$ cat config.mk
export PLATFORM = sky130hd
export DESIGN_NAME = debounce_toggle_gen
export DESIGN_NICKNAME = d
export VERILOG_FILES = /design/src/rtl/debounce_toggle_gen.sv
export SDC_FILE = /design/constraint.sdc
export NUM_CORES = 1
export LEC_CHECK = 0
export ABC_AREA = 1
export ABC_CLOCK_PERIOD_IN_PS = 1300
export BUFFER_PORTS_ARGS = -buffer_cell sky130_fd_sc_hd__buf_2
export CAP_MARGIN = 5
export CORE_AREA = 4 4 41 43
export CTS_CLUSTER_SIZE = 10
export DETAILED_ROUTE_END_ITERATION = 16
export DIE_AREA = 0 0 45 47
export GPL_TIMING_DRIVEN = 0
export SETUP_SLACK_MARGIN = 0.15
export SYNTH_ARGS = -nofsm -noshare
export SYNTH_HDL_FRONTEND = slang
export SYNTH_SLANG_ARGS = --single-unit
$ cat constraint.sdc
create_clock -name clk -period 1.3 [get_ports clk]
set_clock_uncertainty 0.2 [all_clocks]
set_input_delay 0.065 -clock clk [delete_from_list [all_inputs] [get_ports clk]]
set_output_delay 0.065 -clock clk [all_outputs]
set_load 0.03 [all_outputs]
$ cat src/rtl/debounce_toggle_gen.sv
// ---------------------------------------------------------------------------
// debounce_toggle_gen
//   Turns a raw, bouncing asynchronous input such as a push-button into a
//   clean debounced level. It also produces a single-cycle toggle-enable
//   pulse on each qualifying edge of that level. The input passes through a
//   2-flop synchronizer. A stability counter and a 4-state FSM then accept a
//   change only after the synchronized value has differed from the current
//   level for DEBOUNCE_CYCLES consecutive clock edges.
//
// Parameters
//   DEBOUNCE_CYCLES : consecutive differing synchronized edges needed to flip (>= 1)
//   PULSE_MODE      : "RISE", "FALL" or "BOTH"; any other value acts as "RISE"
//
// Ports
//   clk   : rising-edge clock
//   rst   : synchronous reset, active-high
//   din   : raw asynchronous input
//   level : debounced, registered level
//   pulse : one-cycle pulse in the first cycle level shows a qualifying new value
//   busy  : high while a candidate change is being qualified
// ---------------------------------------------------------------------------
module debounce_toggle_gen #(
    parameter int    DEBOUNCE_CYCLES = 4,
    parameter string PULSE_MODE      = "RISE"
) (
    input  logic clk,
    input  logic rst,
    input  logic din,
    output logic level,
    output logic pulse,
    output logic busy
);

    localparam int CNT_W = ($clog2(DEBOUNCE_CYCLES) > 1) ? $clog2(DEBOUNCE_CYCLES) : 1;
    localparam logic [CNT_W-1:0] CNT_LAST = CNT_W'(DEBOUNCE_CYCLES - 1);

    // Anything other than "FALL" or "BOTH" falls back to rising-edge pulses.
    localparam bit MODE_FALL = (PULSE_MODE == "FALL");
    localparam bit MODE_BOTH = (PULSE_MODE == "BOTH");
    localparam bit RISE_EN   = !MODE_FALL;
    localparam bit FALL_EN   = MODE_FALL || MODE_BOTH;

    typedef enum logic [1:0] {
        LOW      = 2'd0,
        LOW_ARM  = 2'd1,
        HIGH     = 2'd2,
        HIGH_ARM = 2'd3
    } state_t;

    state_t           state_q, state_d;
    logic [CNT_W-1:0] cnt_q, cnt_d;
    logic             sync1_q, sync1_d;
    logic             sync2_q, sync2_d;
    logic             level_q, level_d;
    logic             pulse_q, pulse_d;
    logic             rise_flip, fall_flip;

    always_comb begin
        sync1_d   = din;
        sync2_d   = sync1_q;
        state_d   = state_q;
        cnt_d     = cnt_q;
        rise_flip = 1'b0;
        fall_flip = 1'b0;

        case (state_q)
            LOW: begin
                cnt_d = '0;
                if (sync2_q) begin
                    if (DEBOUNCE_CYCLES == 1) begin
                        state_d   = HIGH;
                        rise_flip = 1'b1;
                    end else begin
                        state_d = LOW_ARM;
                        cnt_d   = CNT_W'(1);
                    end
                end
            end
            LOW_ARM: begin
                if (!sync2_q) begin
                    // Input fell back before qualifying: treat it as a glitch.
                    state_d = LOW;
                    cnt_d   = '0;
                end else if (cnt_q == CNT_LAST) begin
                    state_d   = HIGH;
                    cnt_d     = '0;
                    rise_flip = 1'b1;
                end else begin
                    cnt_d = cnt_q + CNT_W'(1);
                end
            end
            HIGH: begin
                cnt_d = '0;
                if (!sync2_q) begin
                    if (DEBOUNCE_CYCLES == 1) begin
                        state_d   = LOW;
                        fall_flip = 1'b1;
                    end else begin
                        state_d = HIGH_ARM;
                        cnt_d   = CNT_W'(1);
                    end
                end
            end
            HIGH_ARM: begin
                if (sync2_q) begin
                    state_d = HIGH;
                    cnt_d   = '0;
                end else if (cnt_q == CNT_LAST) begin
                    state_d   = LOW;
                    cnt_d     = '0;
                    fall_flip = 1'b1;
                end else begin
                    cnt_d = cnt_q + CNT_W'(1);
                end
            end
            default: begin
                state_d = LOW;
                cnt_d   = '0;
            end
        endcase

        level_d = (state_d == HIGH) || (state_d == HIGH_ARM);
        pulse_d = (rise_flip && RISE_EN) || (fall_flip && FALL_EN);
    end

    always_ff @(posedge clk) begin
        if (rst) begin
            sync1_q <= 1'b0;
            sync2_q <= 1'b0;
            cnt_q   <= '0;
            state_q <= LOW;
            level_q <= 1'b0;
            pulse_q <= 1'b0;
        end else begin
            sync1_q <= sync1_d;
            sync2_q <= sync2_d;
            cnt_q   <= cnt_d;
            state_q <= state_d;
            level_q <= level_d;
            pulse_q <= pulse_d;
        end
    end

    assign level = level_q;
    assign pulse = pulse_q;
    assign busy  = (state_q == LOW_ARM) || (state_q == HIGH_ARM);

endmodule

==> results.sh <==
export IMPL_status="finished, final reports clean"
export IMPL_avgViaCountPerCell=3.73
export IMPL_postRouteWirelength_um=425
export IMPL_clock_root_buffer="clkbuf_4"
export IMPL_path_clk_slew_ps=50
export IMPL_cts_sinks=7
export IMPL_gr_usage_all_layers=0.0523
export IMPL_cts_tree="built"
export IMPL_synth_compound_area_frac=0
export IMPL_dpl_hpwl_um=337
export IMPL_fp_coreArea_um2=1300
export IMPL_finalNetCount=49
export IMPL_yosysSeqAreaShare=0.523
export IMPL_register_area_um2=145
export IMPL_path_class="flip-flop to output port"
export IMPL_cpPeakStageDelay_ps=360
export IMPL_synth_xor_area_frac=0
export IMPL_io_pins=6
export IMPL_synth_cells=33
export IMPL_hold_slack_ps=207
export IMPL_hold_class="flip-flop to flip-flop"
export IMPL_synth_area_um2=268
export IMPL_route_detailed_drc=0
export IMPL_antenna_found_initial=0
export IMPL_synth_largest_area_cell="dfxtp_1"
export IMPL_drive_above_1_share=0.364
export IMPL_layout_min_cycle_time_ps=1110
export IMPL_wl_per_cell_um=7.20
export IMPL_portBuffers=5
export IMPL_grt_pass1_wl_um=683
export IMPL_ys_seq_elements=7
export IMPL_htreeDepth=1
export IMPL_rows=13
export IMPL_start_kind="flip-flop"
export IMPL_synth_simple_gate_area_frac=0.318
export IMPL_initial_core_util=0.206
export IMPL_yosysWarnings=0
export IMPL_overflow=0
export IMPL_antenna_cells=0
export IMPL_ys_top_cells_by_area="dfxtp_1, inv_1, nand2_1, nor2_1, ha_1"
export IMPL_synth_top_area_share=0.523
export IMPL_dr_pass1_iters=3
export IMPL_period_share=0.855
export IMPL_insertion_delay_ps=250
export IMPL_fillers=147
export IMPL_syn_nets=37
export IMPL_cts_setup_buffers=0
export IMPL_post_place_ws_ps=221
export IMPL_numCtsBuffers=3
export IMPL_cellPowerDensity_nw_per_um2=1170
export IMPL_finalSetupTns_ps=0
export IMPL_crit_path_max_fanout=5
export IMPL_tightest_slew_ps=155
export IMPL_gp_routability_congestion=0.603
export IMPL_drv_cap=0
export IMPL_max_freq_mhz=900
export IMPL_rsz0062_at_grt="yes"
export IMPL_ir_worst_vdd_mv=0.552
export IMPL_die_area_um2=2120
export IMPL_area_growth_pct=38.8
export IMPL_final_cell_mix="inv_1, nand2_1, nor2_1, dfxtp_1, clkbuf_4"
export IMPL_grt_pass1_vias=191
export IMPL_slew_viol_final=0
export IMPL_slowest_stage="dfxtp_4"
export IMPL_avgSynthCellArea_um2=8.11
export IMPL_grt_start_max_net_pins=6
export IMPL_postRouteAntennaNets=0
export IMPL_synthMuxAreaShare=0
export IMPL_slew_headroom=0.897
export IMPL_die_x_um=45
export IMPL_first_iter_violations=2
export IMPL_cts_buffer_depth=2
export IMPL_ys_types=12
export IMPL_path_cells="clkbuf_1 -> buf_6"
export IMPL_crit_path_end_kind="output port"
export IMPL_power_uw=436
export IMPL_power_leakage_nw=0.183
export IMPL_multi_input_area_um2=97.6
export IMPL_synth_top_family_by_area="simple AND/OR/NAND/NOR gates"
export IMPL_vias=220
export IMPL_fin_ws_ps=188
export IMPL_worstPathRequired_ps=1030
export IMPL_arrival_ps=850
export IMPL_synth_fa_ha_area_frac=0.0467
export IMPL_finalSetupViolCount=0
export IMPL_hold_viol=0
export IMPL_die_h_um=47
-- synth_stat cells, drive strengths merged --
master  count
dfxtp       7
inv         7
nand2       7
nor2        7
nand3       2
clkbuf      1
ha          1
nor3        1
-- layer usage --
layer,wire [um],vias to the layer above,part of all wire,GRT usage
met5,0,-,0,0
met4,6,0,0.014,0.0351
met3,53,2,0.12,0.0613
met2,195,7,0.46,0.0734
met1,168,93,0.40,0.0413
li1,-,118,-,-
-- cell type report --
| cell class | instances | share of cell area |
|---|---|---|
| Clock buffer | 4 | 0.0707 |
| Tap cell | 15 | 0.0505 |
| Inverter | 7 | 0.0707 |
| Buffer | 1 | 0.0101 |
| Timing Repair Buffer | 7 | 0.145 |
| Multi-Input combinational cell | 18 | 0.263 |
| Sequential cell | 7 | 0.391 |
-- cells by family after synthesis --
kind of cell | after synthesis
buffers and inverters | 8
AND/OR/NAND/NOR | 17
flip-flops | 7
adder cells (fa/ha/maj) | 1
-- per-stage QoR --
step           cell area, um^2  cells   util
2_1_floorplan              268     33      -
3_3_place_gp               312     53  0.239
3_5_place_dp               312     53  0.239
4_1_cts                    362     59  0.278
5_1_grt                    372     59  0.286
6_report                   372     59  0.286
-- sequential cells by signal (all words and copies together), names as in the netlist --
name,flops
cnt_q,2
pulse,1
level,1
state_q,1
sync2_q,1
sync1_q,1
-- critical path: cells and delay by family, from the launching register on --
kind | cells | cell delay (ps)
buffers and inverters | 2 | 240
flip-flops | 1 | 360
-- power breakdown --
part,internal [mW],total [mW],switching (mW),leakage (nW)
Clock,0.117,0.193,0.0762,0.0150
Sequential,0.218,0.221,0.00296,0.0582
Combinational,0.0112,0.0221,0.0109,0.109
-- timing repair --
action	4_1_cts	5_1_grt
gates resized for setup	2	4
hold buffers	2	0
setup endpoints to repair	1	2
endpoints found under the hold margin	7	0
-- worst paths after layout --
check,from,end,slack (ps),cells after the start
max,state_q[0]$_SDFF_PP0_,busy,190,2
min,sync1_q$_SDFF_PP0_,sync2_q$_SDFF_PP0_,210,2
max reg2reg,cnt_q[0]$_SDFF_PP0_,level$_SDFF_PP0_,230,5
min reg2reg,sync1_q$_SDFF_PP0_,sync2_q$_SDFF_PP0_,210,2
No activity file was read; power rests on OpenSTA's default activity.
